--- src/rtl/nibble_serial_add_ctrl_if.sv ---
// Request/response bundle between a requesting datapath and the nibble-serial adder.
interface nibble_serial_add_ctrl_if #(parameter int WIDTH = 16);
  logic             start;
  logic             op_sub;
  logic             cin;
  logic [WIDTH-1:0] a;
  logic [WIDTH-1:0] b;
  logic             busy;
  logic             done;
  logic [WIDTH-1:0] result;
  logic             cout;
  logic             overflow;

  modport master (output start, op_sub, cin, a, b,
                  input  busy, done, result, cout, overflow);
  modport slave  (input  start, op_sub, cin, a, b,
                  output busy, done, result, cout, overflow);
endinterface

--- src/rtl/nibble_serial_add_ctrl.sv ---
// WIDTH-bit add/sub built from one 4-bit ripple slice reused over WIDTH/4 passes,
// LSB nibble first, with the inter-nibble carry held in a register.
module nsa_slice (
  input  logic [3:0] a,
  input  logic [3:0] b,
  input  logic       ci,
  output logic [3:0] s,
  output logic       co
);
  assign {co, s} = {1'b0, a} + {1'b0, b} + {4'b0, ci};
endmodule

module nibble_serial_add_ctrl #(
  parameter int WIDTH = 16
) (
  input  logic                    clk,
  input  logic                    rst_n,
  nibble_serial_add_ctrl_if.slave bus
);
  localparam int NIBBLES = WIDTH / 4;
  localparam int KW      = (NIBBLES > 1) ? $clog2(NIBBLES) : 1;
  localparam logic [KW-1:0] KLAST = KW'(NIBBLES - 1);

  typedef enum logic [1:0] {IDLE, RUN, DONE} state_t;

  state_t                    state, nxt;
  logic [NIBBLES-1:0][3:0]   opa, opb, res_q;
  logic [KW-1:0]             k;
  logic                      carry, cout_q, ovf_q;
  logic [3:0]                sel_a, sel_b, sum;
  logic                      co;

  always_comb begin
    sel_a = opa[k];
    sel_b = opb[k];
  end

  nsa_slice u_slice (.a(sel_a), .b(sel_b), .ci(carry), .s(sum), .co(co));

  always_ff @(posedge clk or negedge rst_n)
    if (!rst_n) state <= IDLE;
    else        state <= nxt;

  always_comb begin
    nxt = state;
    case (state)
      IDLE:    if (bus.start) nxt = RUN;
      RUN:     if (k == KLAST) nxt = DONE;
      DONE:    nxt = IDLE;
      default: nxt = IDLE;
    endcase
  end

  // Subtract is A + ~B + 1, so B is inverted at capture and carry-in forced high.
  always_ff @(posedge clk or negedge rst_n) begin
    if (!rst_n) begin
      opa    <= '0;
      opb    <= '0;
      res_q  <= '0;
      k      <= '0;
      carry  <= 1'b0;
      cout_q <= 1'b0;
      ovf_q  <= 1'b0;
    end else begin
      case (state)
        IDLE: if (bus.start) begin
          opa   <= bus.a;
          opb   <= bus.op_sub ? ~bus.b : bus.b;
          carry <= bus.op_sub ? 1'b1 : bus.cin;
          k     <= '0;
        end
        RUN: begin
          res_q[k] <= sum;
          carry    <= co;
          k        <= k + 1'b1;
          if (k == KLAST) begin
            cout_q <= co;
            ovf_q  <= (opa[NIBBLES-1][3] == opb[NIBBLES-1][3]) &&
                      (sum[3] != opa[NIBBLES-1][3]);
          end
        end
        default: ;
      endcase
    end
  end

  assign bus.busy     = (state != IDLE);
  assign bus.done     = (state == DONE);
  assign bus.result   = res_q;
  assign bus.cout     = cout_q;
  assign bus.overflow = ovf_q;
endmodule

--- src/flat_wrapper.sv ---
// flat-port wrapper written by rule: the top's interface ports become plain ports
module nibble_serial_add_ctrl_flat 
#(
  parameter int WIDTH = 16
)
  (clk, rst_n, bus_start, bus_op_sub, bus_cin, bus_a, bus_b, bus_busy, bus_done, bus_result, bus_cout, bus_overflow);
  nibble_serial_add_ctrl_if #(.WIDTH(WIDTH)) bus_i ();
  input  logic clk;
  input  logic rst_n;
  input wire logic [$bits(bus_i.start)-1:0] bus_start;
  input wire logic [$bits(bus_i.op_sub)-1:0] bus_op_sub;
  input wire logic [$bits(bus_i.cin)-1:0] bus_cin;
  input wire logic [$bits(bus_i.a)-1:0] bus_a;
  input wire logic [$bits(bus_i.b)-1:0] bus_b;
  output wire logic [$bits(bus_i.busy)-1:0] bus_busy;
  output wire logic [$bits(bus_i.done)-1:0] bus_done;
  output wire logic [$bits(bus_i.result)-1:0] bus_result;
  output wire logic [$bits(bus_i.cout)-1:0] bus_cout;
  output wire logic [$bits(bus_i.overflow)-1:0] bus_overflow;
  assign bus_i.start = bus_start;
  assign bus_i.op_sub = bus_op_sub;
  assign bus_i.cin = bus_cin;
  assign bus_i.a = bus_a;
  assign bus_i.b = bus_b;
  assign bus_busy = bus_i.busy;
  assign bus_done = bus_i.done;
  assign bus_result = bus_i.result;
  assign bus_cout = bus_i.cout;
  assign bus_overflow = bus_i.overflow;
  nibble_serial_add_ctrl #(.WIDTH(WIDTH)) u_core (.clk(clk), .rst_n(rst_n), .bus(bus_i));
endmodule
--- config.mk ---
export PLATFORM = sky130hd
export DESIGN_NAME = nibble_serial_add_ctrl_flat
export DESIGN_NICKNAME = d
export VERILOG_FILES = /design/src/rtl/nibble_serial_add_ctrl_if.sv /design/src/rtl/nibble_serial_add_ctrl.sv /design/src/flat_wrapper.sv
export SDC_FILE = /design/constraint.sdc
export NUM_CORES = 1
export LEC_CHECK = 0
export ABC_AREA = 1
export ABC_CLOCK_PERIOD_IN_PS = 2600
export CAP_MARGIN = 30
export CORE_MARGIN = 4
export CORE_UTILIZATION = 30
export CTS_CLUSTER_DIAMETER = 80
export DETAILED_ROUTE_END_ITERATION = 10
export GPL_ROUTABILITY_DRIVEN = 0
export HOLD_SLACK_MARGIN = 0.1
export SLEW_MARGIN = 20
export SYNTH_ARGS = -nofsm -noshare
export SYNTH_HDL_FRONTEND = slang
export SYNTH_SLANG_ARGS = --single-unit
--- constraint.sdc ---
create_clock -name clk -period 2.6 [get_ports clk]
set_input_delay 0.78 -clock clk [delete_from_list [all_inputs] [get_ports clk]]
set_output_delay 0.78 -clock clk [all_outputs]
set_load 0.05 [all_outputs]
==> results.sh <==
export IMPL_status="completed"
export IMPL_rows=34
export IMPL_htreeDepth=2
export IMPL_dieHeight_um=102
export IMPL_wl_met2_um=2760
export IMPL_relSlewSlack_pct=60.0
export IMPL_rr_worst_depth=7
export IMPL_antenna_found_initial=0
export IMPL_regToRegEndpoint="u_core.bus.result[10]$_DFFE_PN0P_"
export IMPL_synth_cells=295
export IMPL_clk_latency_ns=0.30
export IMPL_r2r_start="u_core.k[0]$_DFFE_PN0P_"
export IMPL_synth_edf_count=0
export IMPL_viasPerCell=4.50
export IMPL_final_cells=467
export IMPL_wl_met1_um=2830
export IMPL_cts_setup_buffers=0
export IMPL_dp_cells=459
export IMPL_setup_viol=0
export IMPL_skew_ns=0.00730
export IMPL_cts_tree="yes"
export IMPL_slew_violations=0
export IMPL_die_w_um=102
export IMPL_numPortBuffers=56
export IMPL_synth_fp_nets=341
export IMPL_hold_path_class="in2async"
export IMPL_clockBufferDepth=2
export IMPL_drive_above_1_share_pct=9.19
export IMPL_ant_nets=0
export IMPL_p_comb_share_pct=59.8
export IMPL_p_leak_uw=0.00163
export IMPL_p_int_uw=2590
export IMPL_crit_slowest_cell="fa_1"
export IMPL_grt_use_total_pct=11.9
export IMPL_maxCapViolCount=0
export IMPL_cts_buffers=5
export IMPL_core_area_sq_um=8680
export IMPL_ys_seq_area_share_pct=51.6
export IMPL_layout_setup_ws_ns=0.122
export IMPL_fin_crit_ns=2.48
export IMPL_drt_first_pass_iters=4
export IMPL_grt_pass1_vias=2039
export IMPL_path_cells="inv_2 > nand2_1 > a32o_1 > fa_1 > fa_1 > xnor2_2 > mux2_4"
export IMPL_drt_iter0_drc=86
export IMPL_n_fill_cell=917
export IMPL_power_density_nw_per_um2=1420
export IMPL_switchingPower_uw=2340
export IMPL_rsz0062_at_grt="no"
export IMPL_fin_area_sq_um=3470
export IMPL_maxClockFrequency_mhz=404
export IMPL_clkPwrFrac_pct=9.0
export IMPL_cp_data_arrival_time_ns=2.67
export IMPL_path_delay_family="adder cells"
export IMPL_synth_area_sq_um=2670
export IMPL_max_stage_delay_ns=0.50
export IMPL_cts_root_buf="clkbuf_8"
export IMPL_vias=2102
export IMPL_ys_async_sr_fraction_pct=100
export IMPL_irDropWorstVdd_uv=418
export IMPL_rrSetupSlack_ns=0.12
export IMPL_wl_per_cell_um=12.7
export IMPL_grt_max_degree=31
export IMPL_pre_cts_ws_ns=0.141
export IMPL_drt_total_wl_um=5920
export IMPL_dieArea_sq_um=10500
export IMPL_worst_path_most_repeated_cell="fa_1"
export IMPL_dpl_hpwl_um=4800
export IMPL_grt_ovfl_total=0
export IMPL_clk_pin_slew_ns=0.09
export IMPL_dpl_cell_area_sq_um=3380
export IMPL_start_util_pct=30.7
export IMPL_synth_warnings=0
export IMPL_finalHoldViolCount=0
export IMPL_tightest_slew_ns=0.599
export IMPL_layout_nets=404
export IMPL_finalSetupTns_ns=0
export IMPL_postLayoutCoreUtil_pct=39.9
export IMPL_finalCritPeriodShare_pct=95.3
export IMPL_cp_max_fo=9
export IMPL_route_met3_wl_um=282
export IMPL_grt_first_pass_wirelength_um=9830
export IMPL_synth_area_per_cell_sq_um=9.04
export IMPL_drc=0
export IMPL_antennaDiodeCount=0
export IMPL_area_delta_synth_final_pct=30.0
export IMPL_critPathKind="reg2reg"
export IMPL_cp_data_required_time_ns=2.79
export IMPL_p_seq_share_pct=31.1
export IMPL_swShare_pct=47.5
export IMPL_io_pins=57
export IMPL_cp_start_kind="flop"
export IMPL_clock_sinks=55
export IMPL_path_buf_inv=1
export IMPL_synth_cell_type_count=23
export IMPL_synth_top_flop_cell="dfrtp_1"
export IMPL_cp_end_kind="flop"
export IMPL_synth_seq_cells=55
export IMPL_topRoutingLayerUsed="met4"
==> power groups by stage <==
stage,clock [uW],combinational [uW],sequential (uW)
after floorplan,0,1660,1920
after global placement,0,2850,1550
after detailed placement,0,2940,1550
after CTS,463,2950,1540
after global routing,503,3290,1590
final,444,2950,1540
==> cell usage after synthesis, types with 4 or more instances <==
| cell type | instances | area (sq um) |
|---|---|---|
| o21ai_0 | 41 | 205 |
| nand3_1 | 5 | 25.0 |
| a21oi_1 | 6 | 30.0 |
| nor2_1 | 10 | 37.5 |
| buf_2 | 6 | 30.0 |
| inv_1 | 10 | 37.5 |
| o22ai_1 | 4 | 25.0 |
| xnor2_1 | 17 | 149 |
| nand2_1 | 108 | 405 |
| ha_1 | 7 | 87.6 |
| dfrtp_1 | 55 | 1380 |
| buf_4 | 4 | 30.0 |
==> cell type report <==
class | count | area [sq um] | area share (%)
clock buffers | 7 | 76.3 | 2.20
clock inverters | 1 | 5.00 | 0.144
inverters | 13 | 53.8 | 1.55
multi-input cells | 215 | 1160 | 33.5
flip-flops and latches | 55 | 1380 | 39.7
well taps | 108 | 135 | 3.90
repair buffers | 68 | 658 | 19.0
==> state kept, by name, indices dropped and copies added, names as in the netlist <==
register and cells:
u_core.k 2, u_core.bus.result 16, u_core.bus.cout 1, u_core.carry 1, u_core.opa 16, u_core.bus.overflow 1
u_core.state 2, u_core.opb 16
==> layout by cell type, fill, tap and decap left out, drive strengths merged <==
cell type,instances
nand3,5
buf,13
a32oi,2
dfrtp,55
a32o,2
nor2,11
clkbuf,7
o211ai,1
mux2,3
ha,7
o22ai,4
clkdlybuf4s50,55
xnor2,17
fa,2
clkinv,1
o21ai,41
nand2,114
inv,13
a21oi,6
==> worst max-delay path by stage <==
stage | from | end | slack [ns] | depth (start not counted)
floorplan | u_core.k[0]$_DFFE_PN0P_ | u_core.bus.result[10]$_DFFE_PN0P_ | 0.17 | 8
global placement | u_core.k[0]$_DFFE_PN0P_ | u_core.bus.result[10]$_DFFE_PN0P_ | 0.22 | 7
detailed placement | u_core.k[0]$_DFFE_PN0P_ | u_core.bus.result[10]$_DFFE_PN0P_ | 0.14 | 7
CTS | u_core.k[0]$_DFFE_PN0P_ | u_core.bus.result[10]$_DFFE_PN0P_ | 0.12 | 7
global route | u_core.k[0]$_DFFE_PN0P_ | u_core.bus.result[11]$_DFFE_PN0P_ | 0.003 | 10
finish | u_core.k[0]$_DFFE_PN0P_ | u_core.bus.result[10]$_DFFE_PN0P_ | 0.12 | 7
==> repair_timing <==
action,4_1_cts,5_1_grt
endpoints found under the setup margin,0,2
resized for setup,0,1
hold buffers,0,0
==> logic make-up (layout without fill, tap and decap cells) <==
group	after synthesis	after routing	synth area share, %
compound gates	56	56	11.5
xor+xnor	17	17	5.58
fa+ha+maj	9	9	4.79
buf+inv	25	89	5.12
flops	55	55	51.6
mux	3	3	1.69
simple gates	130	130	19.8
==> routing by layer <==
metal  up-vias  track usage [%]
met3         4             2.66
met4         0             3.03
met5         -                0
met2        40             19.1
li1       1079                -
met1       979             16.4
==> stage by stage <==
stage               hold slack [ns]  total power (uW)
floorplan                     0.444              3580
global placement              0.466              4400
detailed placement            0.471              4500
CTS                           0.491              4950
global route                  0.503              5380
finish                        0.470              4930
Power figures use the tool's default switching activity.
